## config.mk

```make
export PLATFORM = sky130hd
export DESIGN_NAME = tlb_ctrl
export DESIGN_NICKNAME = d
export VERILOG_FILES = /design/src/rtl/tlb_ctrl_pkg.sv /design/src/rtl/tlb_random.sv /design/src/rtl/tlb_ctrl.sv
export SDC_FILE = /design/constraint.sdc
export NUM_CORES = 1
export LEC_CHECK = 0
export ABC_AREA = 1
export CAP_MARGIN = 20
export CORE_ASPECT_RATIO = 0.7
export CORE_MARGIN = 3
export CORE_UTILIZATION = 37
export CTS_CLUSTER_SIZE = 12
export DETAILED_ROUTE_END_ITERATION = 8
export GPL_TIMING_DRIVEN = 0
export PLACE_DENSITY = 0.77
export SYNTH_ARGS = -nofsm -noshare
export SYNTH_HDL_FRONTEND = slang
export SYNTH_SLANG_ARGS = --single-unit
```

## constraint.sdc

```tcl
create_clock -name clk -period 1.3 [get_ports clk]
set_input_delay 0.13 -clock clk [delete_from_list [all_inputs] [get_ports clk]]
set_output_delay 0.13 -clock clk [all_outputs]
set_load 0.02 [all_outputs]
```

## src/rtl/tlb_ctrl_pkg.sv

```systemverilog
// Shared constants, op encodings and FSM state type for the TLB instruction sequencer.
package tlb_ctrl_pkg;

    localparam int unsigned TLB_ENTRIES = 32;
    localparam int unsigned TLB_IDXBITS = 5;

    localparam logic [1:0] OP_TLBP  = 2'b00;
    localparam logic [1:0] OP_TLBR  = 2'b01;
    localparam logic [1:0] OP_TLBWI = 2'b10;
    localparam logic [1:0] OP_TLBWR = 2'b11;

    typedef enum logic [1:0] {
        StIdle = 2'b00,
        StExec = 2'b01,
        StDone = 2'b10
    } state_e;

    // Both write ops share op_code[1] = 1.
    function automatic logic op_is_write(input logic [1:0] op);
        return op[1];
    endfunction

endpackage

```

## src/rtl/tlb_random.sv

```systemverilog
// CP0 Random register: free-running down-counter that wraps from Wired back to ENTRIES-1.
module tlb_random
    import tlb_ctrl_pkg::*;
#(
    parameter int unsigned ENTRIES = TLB_ENTRIES,
    parameter int unsigned IDXBITS = TLB_IDXBITS
) (
    input  logic               clk,
    input  logic               resetn,
    input  logic               wired_we,
    input  logic [IDXBITS-1:0] cp0_wired,
    output logic [IDXBITS-1:0] random
);

    localparam logic [IDXBITS-1:0] TOP = IDXBITS'(ENTRIES - 1);

    logic [IDXBITS-1:0] random_d;

    // The <= compare also pins Random at TOP when Wired is at or above TOP.
    always_comb begin
        random_d = random - IDXBITS'(1);
        if (wired_we) begin
            random_d = TOP;
        end else if (random <= cp0_wired) begin
            random_d = TOP;
        end
    end

    always_ff @(posedge clk or negedge resetn) begin
        if (!resetn) begin
            random <= TOP;
        end else begin
            random <= random_d;
        end
    end

endmodule

```

## src/rtl/tlb_ctrl.sv

```systemverilog
// Executes TLBP/TLBR/TLBWI/TLBWR against the TLB array with a fixed IDLE->EXEC->DONE sequence.
module tlb_ctrl
    import tlb_ctrl_pkg::*;
#(
    parameter int unsigned ENTRIES = TLB_ENTRIES,
    parameter int unsigned IDXBITS = TLB_IDXBITS
) (
    input  logic               clk,
    input  logic               resetn,

    input  logic               op_valid,
    input  logic [1:0]         op_code,
    output logic               op_ready,
    output logic               op_done,

    input  logic [IDXBITS-1:0] cp0_index,
    input  logic [IDXBITS-1:0] cp0_wired,
    input  logic               wired_we,
    output logic [IDXBITS-1:0] random,

    output logic               tlb_write,
    output logic [IDXBITS-1:0] tlb_idx,
    input  logic [31:0]        read_hi,
    input  logic [31:0]        read_lo0,
    input  logic [31:0]        read_lo1,
    input  logic [11:0]        read_mask,
    input  logic [31:0]        probe_index,

    output logic               idx_we,
    output logic [31:0]        res_index,
    output logic               rd_we,
    output logic [31:0]        res_hi,
    output logic [31:0]        res_lo0,
    output logic [31:0]        res_lo1,
    output logic [11:0]        res_mask
);

    state_e     state;
    logic [1:0] op_q;

    tlb_random #(
        .ENTRIES (ENTRIES),
        .IDXBITS (IDXBITS)
    ) u_random (
        .clk       (clk),
        .resetn    (resetn),
        .wired_we  (wired_we),
        .cp0_wired (cp0_wired),
        .random    (random)
    );

    always_ff @(posedge clk or negedge resetn) begin
        if (!resetn) begin
            state     <= StIdle;
            op_q      <= OP_TLBP;
            op_ready  <= 1'b1;
            op_done   <= 1'b0;
            tlb_write <= 1'b0;
            tlb_idx   <= '0;
            idx_we    <= 1'b0;
            rd_we     <= 1'b0;
            res_index <= '0;
            res_hi    <= '0;
            res_lo0   <= '0;
            res_lo1   <= '0;
            res_mask  <= '0;
        end else begin
            unique case (state)
                StIdle: begin
                    if (op_valid) begin
                        op_q      <= op_code;
                        // TLBWR takes Random as seen at acceptance, before any wired_we reload.
                        tlb_idx   <= (op_code == OP_TLBWR) ? random : cp0_index;
                        tlb_write <= op_is_write(op_code);
                        op_ready  <= 1'b0;
                        state     <= StExec;
                    end
                end
                StExec: begin
                    tlb_write <= 1'b0;
                    op_done   <= 1'b1;
                    idx_we    <= (op_q == OP_TLBP);
                    rd_we     <= (op_q == OP_TLBR);
                    if (op_q == OP_TLBP) begin
                        res_index <= probe_index;
                    end
                    if (op_q == OP_TLBR) begin
                        res_hi   <= read_hi;
                        res_lo0  <= read_lo0;
                        res_lo1  <= read_lo1;
                        res_mask <= read_mask;
                    end
                    state <= StDone;
                end
                StDone: begin
                    op_done  <= 1'b0;
                    idx_we   <= 1'b0;
                    rd_we    <= 1'b0;
                    op_ready <= 1'b1;
                    state    <= StIdle;
                end
                default: begin
                    state     <= StIdle;
                    op_ready  <= 1'b1;
                    op_done   <= 1'b0;
                    tlb_write <= 1'b0;
                    idx_we    <= 1'b0;
                    rd_we     <= 1'b0;
                end
            endcase
        end
    end

endmodule

```

==> results of run 1 <==
synthesized netlist by cell type, drive strengths merged:
master / instances
dfrtp: 153
nor2: 17
inv: 127
buf: 21
nor3: 1
o21a: 1
xor2: 1
clkbuf: 12
a21oi: 3
o21ai: 121
ha: 6
nand3: 43
nand2: 194
dfstp: 6
metrics by stage:
step           utilization, %  setup WS, ns  power [mW]  hold slack (ns)  cell area, um2
3_3_place_gp             58.8         -6.52        19.3            0.453            9750
5_1_grt                  75.1        -0.198        27.9            0.225           12500
6_report                 75.1        -0.142        26.5            0.236           12500
2_1_floorplan               -       0.00142        13.4           -0.166            6370
3_5_place_dp             59.0        -0.367        19.6            0.199            9790
4_1_cts                  72.8        -0.187        25.1            0.222           12100
state kept, by name, summed over array words and instances (netlist names), 2 cells and up:
name             cells
res_lo0             32
res_lo1             32
tlb_idx              5
u_random.random      5
op_q                 2
res_mask            12
state                2
res_hi              32
res_index           32
worst register-to-register path, cell delays in order (launching register included):
cell	delay [ns]
dfrtp_2	0.44
nor2_8	0.15
buf_6	0.12
buf_6	0.10
nand3_4	0.10
buf_12	0.17
clkbuf_16	0.16
o21ai_2	0.13
metal layers:
layer	GRT usage, %	vias up	wire length, um
met4	7.66	0	615
met5	0	-	0
li1	-	2968	-
met3	9.61	46	2420
met1	31.0	3026	9450
met2	42.5	267	12100
layout make-up:
| cell class | instances | area [um2] |
|---|---|---|
| fill | 1071 | 4130 |
| clock buffer | 17 | 425 |
| tap | 225 | 282 |
| timing repair buffer | 366 | 3620 |
| multi-input combinational | 390 | 2980 |
| buffer | 31 | 514 |
| sequential | 159 | 3990 |
| inverter | 127 | 479 |
| antenna | 2 | 5.00 |
| clock inverter | 15 | 170 |
how the worst min path moves through the flow:
stage | start | endpoint | slack, ns
final | read_lo1[19] | res_lo1[19]$_DFFE_PN0P_ | 0.24
after global routing | read_lo1[23] | res_lo1[23]$_DFFE_PN0P_ | 0.22
after CTS | read_lo1[23] | res_lo1[23]$_DFFE_PN0P_ | 0.22
after detailed placement | resetn | tlb_idx[4]$_DFFE_PN0P_ | 0.20
after global placement | res_index[10]$_DFFE_PN0P_ | res_index[10]$_DFFE_PN0P_ | 0.45
after floorplan | resetn | idx_we$_DFFE_PN0P_ | -0.17
logic make-up after synthesis:
| group | share of synthesized area [%] |
|---|---|
| flip-flops | 62.6 |
| AND/OR/NAND/NOR | 16.4 |
| AO/OA/AOI/OAI | 9.87 |
| buffers and inverters | 9.83 |
| XOR/XNOR | 0.138 |
| adder cells (fa/ha/maj) | 1.18 |
repair_timing:
| item | in CTS | in global routing |
|---|---|---|
| pin swaps | 9 | 16 |
| cloned | 29 | 0 |
| setup endpoints to repair | 307 | 279 |
| hold buffers | 1 | 0 |
| endpoints found under the hold margin | 84 | 0 |
| resized for setup | 492 | 398 |
| setup buffers | 30 | 6 |
power groups by stage:
stage / logic (mW) / clock network, mW / registers [mW]
floorplan: 2.21 / 0 / 11.2
global placement: 10.9 / 0 / 8.40
detailed placement: 11.1 / 0 / 8.48
CTS: 11.3 / 5.19 / 8.56
global route: 13.1 / 5.45 / 9.40
finish: 12.3 / 5.11 / 9.14
==> impl_metrics.env, run 1 <==
export IMPL_fp_dieArea_um2=18800
export IMPL_netlist_top_cells_area="dfrtp_1 60%, nand2_1 11%, o21ai_1 8.4%"
export IMPL_synthCells=706
export IMPL_root_buffer="clkbuf_16"
export IMPL_cts_clk_slew_worst_paths_ns=0.07
export IMPL_slew_viol_final=0
export IMPL_swShare_pct=41.6
export IMPL_ys_warn_count=0
export IMPL_seq_area_frac_synth_pct=62.6
export IMPL_drcViolationCount=0
export IMPL_start_util_pct=38.4
export IMPL_critPathRequiredTime_ns=1.65
export IMPL_dr_pass1_iters=4
export IMPL_grt_pass1_vias=6564
export IMPL_path_class="flip-flop to flip-flop"
export IMPL_rrSetupSlack_ns=-0.14
export IMPL_place_congestion=0.794
export IMPL_violations="setup timing"
export IMPL_grtUsageTotal_pct=25.4
export IMPL_r2r_start="state[1]$_DFFE_PN0N_"
export IMPL_via_per_inst=4.73
export IMPL_setup_viol=138
export IMPL_fin_crit_ns=1.44
export IMPL_drt_iter0_markers=337
export IMPL_layout_commonest_cell="clkdlybuf4s50_1"
export IMPL_cp_max_fo=5
export IMPL_vias=6307
export IMPL_numCtsBuffers=17
export IMPL_status="finished with violations"
export IMPL_tightest_slew_ns=0.692
export IMPL_htreeDepth=4
export IMPL_hold_viol=0
export IMPL_final_layout_size_suffix_gt1_share_pct=43.5
export IMPL_slew_headroom_pct=53.9
export IMPL_internal_power_mw=15.5
export IMPL_fmax_mhz=694
export IMPL_combPwrFrac_pct=46.2
export IMPL_endpoint="res_mask[3]$_DFFE_PN0P_"
export IMPL_port_buffers=310
export IMPL_worstReg2RegEnd="res_mask[3]$_DFFE_PN0P_"
export IMPL_dp_cells=1242
export IMPL_arrival_ns=1.79
export IMPL_ir_drop_mv=1.16
export IMPL_grt_max_degree=92
export IMPL_slowest_stage="dfrtp_2"
export IMPL_cts_num_sinks=159
export IMPL_layout_worst_path_cycle_share_pct=111
export IMPL_die_x_um=163
export IMPL_fin_nets=1254
export IMPL_cp_cell_sequence="nor2_8 > buf_6 > buf_6 > nand3_4 > buf_12 > clkbuf_16 > o21ai_2"
export IMPL_yosys_area_top_type="dfrtp_1"
export IMPL_die_h_um=116
export IMPL_gr_total_overflow=0
export IMPL_antenna_found_initial=2
export IMPL_yosysUniqueCellTypes=20
export IMPL_drtAntennaViolNets=0
export IMPL_ys_ff_latch=159
export IMPL_rsz0062_at_grt="yes"
export IMPL_power_density_nw_per_um2=2130
export IMPL_clockBufferDepth=2
export IMPL_p_clk_share_pct=19.3
export IMPL_crit_cells=7
export IMPL_startpoint="state[1]$_DFFE_PN0N_"
export IMPL_clk_latency_ns=0.42
export IMPL_coreArea_um2=16600
export IMPL_path_buf_inv=4
export IMPL_ioPinCount=311
export IMPL_final_cell_mix="154 x clkdlybuf4s50_1, 151 x dfrtp_1, 122 x inv_1, 94 x nand2_2, 89 x o21ai_2"
export IMPL_path_common_cell="buf_6"
export IMPL_fin_ws_ns=-0.142
export IMPL_wl_per_cell_um=18.4
export IMPL_drt_wl_total_um=24600
export IMPL_avgSynthCellArea_um2=9.02
export IMPL_p_leak_nw=6.15
export IMPL_dp_hpwl_um=14800
export IMPL_hold_depth=3
export IMPL_setup_tns_ns=-10.12
export IMPL_cp_start_kind="flip-flop"
export IMPL_reg2regPathDepth=7
export IMPL_critPathMaxStageDelay_ns=0.44
export IMPL_switching_power_mw=11.0
export IMPL_area_delta_synth_final_pct=95.9
export IMPL_pwr_share_seq_pct=34.5
export IMPL_crit_family="buffers and inverters"
export IMPL_setup_worst_path_end_class="flip-flop"
export IMPL_grt_first_pass_wirelength_um=36600
export IMPL_synth_top_area_share_pct=60.2
export IMPL_hp_class="primary input to flip-flop"
export IMPL_cts_tree="yes"
export IMPL_netlist_area_um2=6360
export IMPL_skew_ns=0.00711
export IMPL_syn_nets=868
export IMPL_maxCapViolCount=0
export IMPL_num_rows=39
export IMPL_layout_cells_non_filler=1332
Power figures use the tool's default switching activity.
==> run 2: changes to the inputs <==
--- a/config.mk
+++ b/config.mk
@@ -8,7 +8,6 @@
 export ABC_AREA = 1
 export CAP_MARGIN = 20
 export CORE_ASPECT_RATIO = 0.7
-export CORE_MARGIN = 3
 export CORE_UTILIZATION = 37
 export CTS_CLUSTER_SIZE = 12
 export DETAILED_ROUTE_END_ITERATION = 8
==> run 2 against run 1 <==
Net effect: the flow still finishes with violations (setup timing); global-route usage up 1.3 points; final cell count unchanged; via count up 0.73%; flip-flop and latch count unchanged; non-clock buffer count up 4; setup slack worse by 0.092 ns; sequential share of layout area up 0.34 points; critical endpoint is now res_lo0[10]$_DFFE_PN0P_.
==> impl_metrics.env, run 2 (same netlist as run 1, synthesis figures left out) <==
export IMPL_antenna_found_initial=0
export IMPL_cp_start_kind="flip-flop"
export IMPL_cts_tree="yes"
export IMPL_fmax_mhz=652
export IMPL_r2r_start="state[1]$_DFFE_PN0N_"
export IMPL_whs_ns=0.189
export IMPL_place_congestion=0.817
export IMPL_grt_first_pass_wirelength_um=36500
export IMPL_cp_max_fo=5
export IMPL_fin_crit_ns=1.53
export IMPL_drcViolationCount=0
export IMPL_die_x_um=159
export IMPL_fin_nets=1256
export IMPL_drt_iter0_markers=384
export IMPL_hold_viol=0
export IMPL_setup_tns_ns=-19.94
export IMPL_clk_latency_ns=0.42
export IMPL_status="finished with violations"
export IMPL_dp_slack_ns=-0.366
export IMPL_final_cell_mix="154 x clkdlybuf4s50_1, 151 x dfrtp_1, 122 x inv_1, 112 x nand2_1, 106 x o21ai_2"
export IMPL_final_layout_size_suffix_gt1_share_pct=35.4
export IMPL_rsz0062_at_grt="yes"
export IMPL_wl_per_cell_um=17.5
export IMPL_htreeDepth=4
export IMPL_reg2regPathDepth=7
export IMPL_path_class="flip-flop to flip-flop"
export IMPL_utilization_pct=74.6
export IMPL_numCtsBuffers=17
export IMPL_slew_viol_final=0
export IMPL_violations="setup timing"
export IMPL_ir_drop_mv=1.17
export IMPL_power_density_nw_per_um2=2090
export IMPL_vias=6353
export IMPL_tightest_slew_ns=0.588
export IMPL_slew_headroom_pct=60.8
export IMPL_fin_ws_ns=-0.234
export IMPL_gr_total_overflow=0
export IMPL_layout_commonest_cell="clkdlybuf4s50_1"
export IMPL_via_per_inst=4.77
export IMPL_fp_dieArea_um2=17700
export IMPL_arrival_ns=1.83
export IMPL_cts_num_sinks=159
export IMPL_layout_cells_non_filler=1332
export IMPL_area_delta_synth_final_pct=93.8
export IMPL_port_buffers=310
export IMPL_p_leak_nw=6.17
export IMPL_dp_cells=1242
export IMPL_root_buffer="clkbuf_16"
export IMPL_setup_viol=155
export IMPL_skew_ns=0.0113
export IMPL_clockBufferDepth=2
export IMPL_coreArea_um2=16500
export IMPL_worstReg2RegEnd="res_lo0[10]$_DFFE_PN0P_"
export IMPL_cts_clk_slew_worst_paths_ns=0.07
export IMPL_diodes=0
export IMPL_drtAntennaViolNets=0
export IMPL_grt_pass1_vias=6739
export IMPL_die_h_um=112
export IMPL_setup_worst_path_end_class="flip-flop"
export IMPL_grtUsageTotal_pct=26.7
export IMPL_ioPinCount=311
export IMPL_num_rows=39
export IMPL_grt_max_degree=117
export IMPL_dr_pass1_iters=4
export IMPL_layout_worst_path_cycle_share_pct=118
export IMPL_rrSetupSlack_ns=-0.23
export IMPL_critPathRequiredTime_ns=1.59
export IMPL_start_util_pct=38.5
export IMPL_drt_wl_total_um=23300
export IMPL_dp_hpwl_um=14000
export IMPL_hp_class="primary input to async pin"
export IMPL_maxCapViolCount=0
==> run 2: changes by cell type in the layout (fill, tap and decap cells not counted), moves of 5 or more <==
cell             delta
clkbuf_2           -34
clkdlybuf4s15_1     +7
dlygate4sd2_1      +27
nand2_1            +68
nand2_2            -42
nand2_4            -26
o21ai_0             -5
o21ai_1             -8
o21ai_2            +17
==> run 2: per-stage QoR <==
stage,instance area (um2),power [mW]
after detailed placement,9790,19.5
after global routing,12300,27.1
after CTS,12000,24.8
after global placement,9750,19.3
after floorplan,6370,13.4
final,12300,25.8
==> run 2: worst max path at each step <==
stage	startpoint	to
2_1_floorplan	state[1]$_DFFE_PN0N_	res_hi[19]$_DFFE_PN0P_
3_3_place_gp	resetn	res_lo0[15]$_DFFE_PN0P_
3_5_place_dp	op_q[0]$_DFFE_PN0P_	res_index[7]$_DFFE_PN0P_
4_1_cts	state[0]$_DFFE_PN0N_	res_lo1[3]$_DFFE_PN0P_
5_1_grt	state[1]$_DFFE_PN0N_	res_lo0[10]$_DFFE_PN0P_
6_report	state[1]$_DFFE_PN0N_	res_lo0[10]$_DFFE_PN0P_
==> run 2: routing by layer <==
layer  track usage, %  wire, um  up-vias
li1                 -         -     2960
met1             32.2      9340     3106
met2             45.2     11700      250
met3             8.57      1740       37
met4             9.13       547        0
met5                0         0        -
==> run 2: final cells by class <==
| cell class | count | area, um2 |
|---|---|---|
| plain buffers | 30 | 470 |
| clock buffers | 17 | 425 |
| clock inverters | 15 | 174 |
| fillers | 1112 | 4210 |
| inverters | 127 | 479 |
| multi-input cells | 388 | 2660 |
| flip-flops and latches | 159 | 3990 |
| well taps | 225 | 282 |
| repair buffers | 371 | 3850 |
==> run 2: power breakdown <==
| part | switching (mW) | internal, mW |
|---|---|---|
| clock network | 2.21 | 2.89 |
| logic | 6.69 | 5.18 |
| registers | 1.63 | 7.22 |
| total | 10.5 | 15.3 |
==> run 2: repair_timing <==
item                                   CTS  global route
hold buffers                             1             0
endpoints found under the hold margin   43             0
setup buffers                           33             7
setup endpoints to repair              307           255
pin swaps                                9            18
gates cloned                            25             3
resized for setup                      462           281
==> run 2: worst max-delay path, cell delays in order, from the launching register on <==
cell and delay, ns:
dfrtp_2 0.45, nor2_8 0.15, nand3_4 0.17, buf_12 0.20, buf_16 0.14, buf_16 0.15
nand2_2 0.06, o21ai_1 0.08
==> run 3: changes to the inputs <==
--- a/config.mk
+++ b/config.mk
@@ -8,11 +8,12 @@
 export ABC_AREA = 1
 export CAP_MARGIN = 20
 export CORE_ASPECT_RATIO = 0.7
-export CORE_UTILIZATION = 37
+export CORE_MARGIN = 2
+export CORE_UTILIZATION = 41
 export CTS_CLUSTER_SIZE = 12
 export DETAILED_ROUTE_END_ITERATION = 8
 export GPL_TIMING_DRIVEN = 0
-export PLACE_DENSITY = 0.77
+export PLACE_DENSITY = 0.81
 export SYNTH_ARGS = -nofsm -noshare
 export SYNTH_HDL_FRONTEND = slang
 export SYNTH_SLANG_ARGS = --single-unit
==> constraint.sdc (replaced) <==
create_clock -name clk -period 1.6 [get_ports clk]
set_input_delay 0.16 -clock clk [delete_from_list [all_inputs] [get_ports clk]]
set_output_delay 0.16 -clock clk [all_outputs]
set_load 0.02 [all_outputs]
==> run 3 against run 2 <==
Net effect: the run now ends clean; utilization is 6.3 points lower; via count decreased by 8.9%; largest cell class is now sequential cells; die area decreased by 6.7%; first-iteration DRC count decreased by 8.6%; final cell count decreased by 5.8%.
==> impl_metrics.env, run 3 (same netlist as run 1, synthesis figures left out) <==
export IMPL_start_util_pct=41.4
export IMPL_hp_class="primary input to async pin"
export IMPL_grtUsageTotal_pct=23.0
export IMPL_maxCapViolCount=0
export IMPL_fill_cells=1202
export IMPL_port_buffers=310
export IMPL_gr_total_overflow=0
export IMPL_status="finished, final reports clean"
export IMPL_power_density_nw_per_um2=1870
export IMPL_cts_clk_slew_worst_paths_ns=0.06
export IMPL_fp_dieArea_um2=16600
export IMPL_root_buffer="clkbuf_16"
export IMPL_critPathRequiredTime_ns=1.44
export IMPL_clk_latency_ns=0.41
export IMPL_dp_hpwl_um=14000
export IMPL_layout_commonest_cell="clkdlybuf4s50_1"
export IMPL_layout_worst_path_cycle_share_pct=97.2
export IMPL_layout_cells_non_filler=1255
export IMPL_grt_max_degree=98
export IMPL_drcViolationCount=0
export IMPL_drtAntennaViolNets=0
export IMPL_drt_wl_total_um=19100
export IMPL_slew_headroom_pct=66.3
export IMPL_p_leak_nw=5.48
export IMPL_ioPinCount=311
export IMPL_dp_cells=1217
export IMPL_antenna_found_initial=0
export IMPL_r2r_start="state[1]$_DFFE_PN0N_"
export IMPL_cts_num_sinks=159
export IMPL_tightest_slew_ns=0.506
export IMPL_whs_ns=0.275
export IMPL_drt_iter0_markers=351
export IMPL_fmax_mhz=643
export IMPL_num_rows=38
export IMPL_path_class="flip-flop to output pin"
export IMPL_final_layout_size_suffix_gt1_share_pct=6.92
export IMPL_clockBufferDepth=2
export IMPL_arrival_ns=1.40
export IMPL_multiInputGateArea_um2=1770
export IMPL_diodes=0
export IMPL_crit_family="buffers and inverters"
export IMPL_setup_worst_path_end_class="output pin"
export IMPL_cp_max_fo=2
export IMPL_wl_per_cell_um=15.2
export IMPL_place_congestion=0.802
export IMPL_grt_pass1_vias=5837
export IMPL_rsz0062_at_grt="no"
export IMPL_slowest_stage="clkdlybuf4s50_1"
export IMPL_path_buf_inv=1
export IMPL_final_cell_mix="270 x clkdlybuf4s50_1, 194 x nand2_1, 152 x dfrtp_1, 126 x inv_1, 107 x o21ai_1"
export IMPL_cp_start_kind="flip-flop"
export IMPL_p_total_mw=19.6
export IMPL_coreArea_um2=15400
export IMPL_final_area_um2=10500
export IMPL_cts_tree="yes"
export IMPL_numCtsBuffers=17
export IMPL_setup_viol=0
export IMPL_area_delta_synth_final_pct=64.8
export IMPL_grt_first_pass_wirelength_um=30000
export IMPL_ir_drop_mv=0.959
export IMPL_reg2regPathDepth=6
export IMPL_slew_viol_final=0
export IMPL_dr_pass1_iters=4
export IMPL_rrSetupSlack_ns=0.13
export IMPL_critPathMaxStageDelay_ns=0.64
export IMPL_die_h_um=108
export IMPL_fin_crit_ns=1.56
export IMPL_vias=5785
export IMPL_htreeDepth=4
export IMPL_cp_cell_sequence="clkdlybuf4s50_1"
export IMPL_worstReg2RegEnd="res_hi[19]$_DFFE_PN0P_"
export IMPL_seq_area_um2=3990
export IMPL_hold_viol=0
export IMPL_placed_cell_area_um2=9750
export IMPL_fin_nets=1204
export IMPL_via_per_inst=4.61
export IMPL_skew_ns=0.00861
export IMPL_die_x_um=153
[run 3: how the worst max path moves through the flow]
stage / cells after the start / slack (ns) / to / startpoint
floorplan: 6 / 0.28 / u_random.random[3]$_DFF_PN1_ / u_random.random[2]$_DFF_PN1_
global placement: 1 / -6.16 / res_lo0[7]$_DFFE_PN0P_ / resetn
detailed placement: 5 / -0.14 / res_index[10]$_DFFE_PN0P_ / op_q[0]$_DFFE_PN0P_
CTS: 7 / -0.007 / res_hi[19]$_DFFE_PN0P_ / state[0]$_DFFE_PN0N_
global route: 1 / 0.001 / res_hi[7] / res_hi[7]$_DFFE_PN0P_
finish: 1 / 0.04 / res_hi[31] / res_hi[31]$_DFFE_PN0P_
[run 3: stage by stage]
| step | setup TNS, ns | util, % | worst slack, ns |
|---|---|---|---|
| 2_1_floorplan | 0 | - | 0.283 |
| 3_3_place_gp | -969.00 | 63.3 | -6.16 |
| 3_5_place_dp | -4.61 | 63.5 | -0.140 |
| 4_1_cts | -0.0121 | 67.3 | -0.00653 |
| 5_1_grt | 0 | 68.3 | 0.000984 |
| 6_report | 0 | 68.3 | 0.0441 |
[run 3: power by group]
group	switching, mW	total [mW]	internal [mW]
Clock	1.71	3.92	2.20
Sequential	0.972	6.83	5.86
Combinational	4.67	8.85	4.19
Total	7.35	19.6	12.2
[run 3: final cells by class]
cell class,count,area share (%)
clock inverter,14,1.28
tap,200,2.39
sequential,159,38.0
timing repair buffer,316,31.1
inverter,127,4.54
multi-input combinational,388,16.9
buffer,33,1.66
clock buffer,18,4.19
[run 3: timing repair]
item | in CTS | in global routing
setup buffers | 1 | 2
setup endpoints to repair | 117 | 167
gates resized for setup | 11 | 51
hold buffers | 1 | 0
pin swaps | 2 | 2
hold endpoints to repair | 61 | 0
cloned | 0 | 2
[run 3: metal layers]
metal | global-route usage (%) | share of wire, % | vias to the layer above
li1 | - | - | 2852
met1 | 28.5 | 42 | 2698
met2 | 37.7 | 47 | 207
met3 | 8.70 | 8.4 | 28
met4 | 7.67 | 2.1 | 0
met5 | 0 | 0 | -
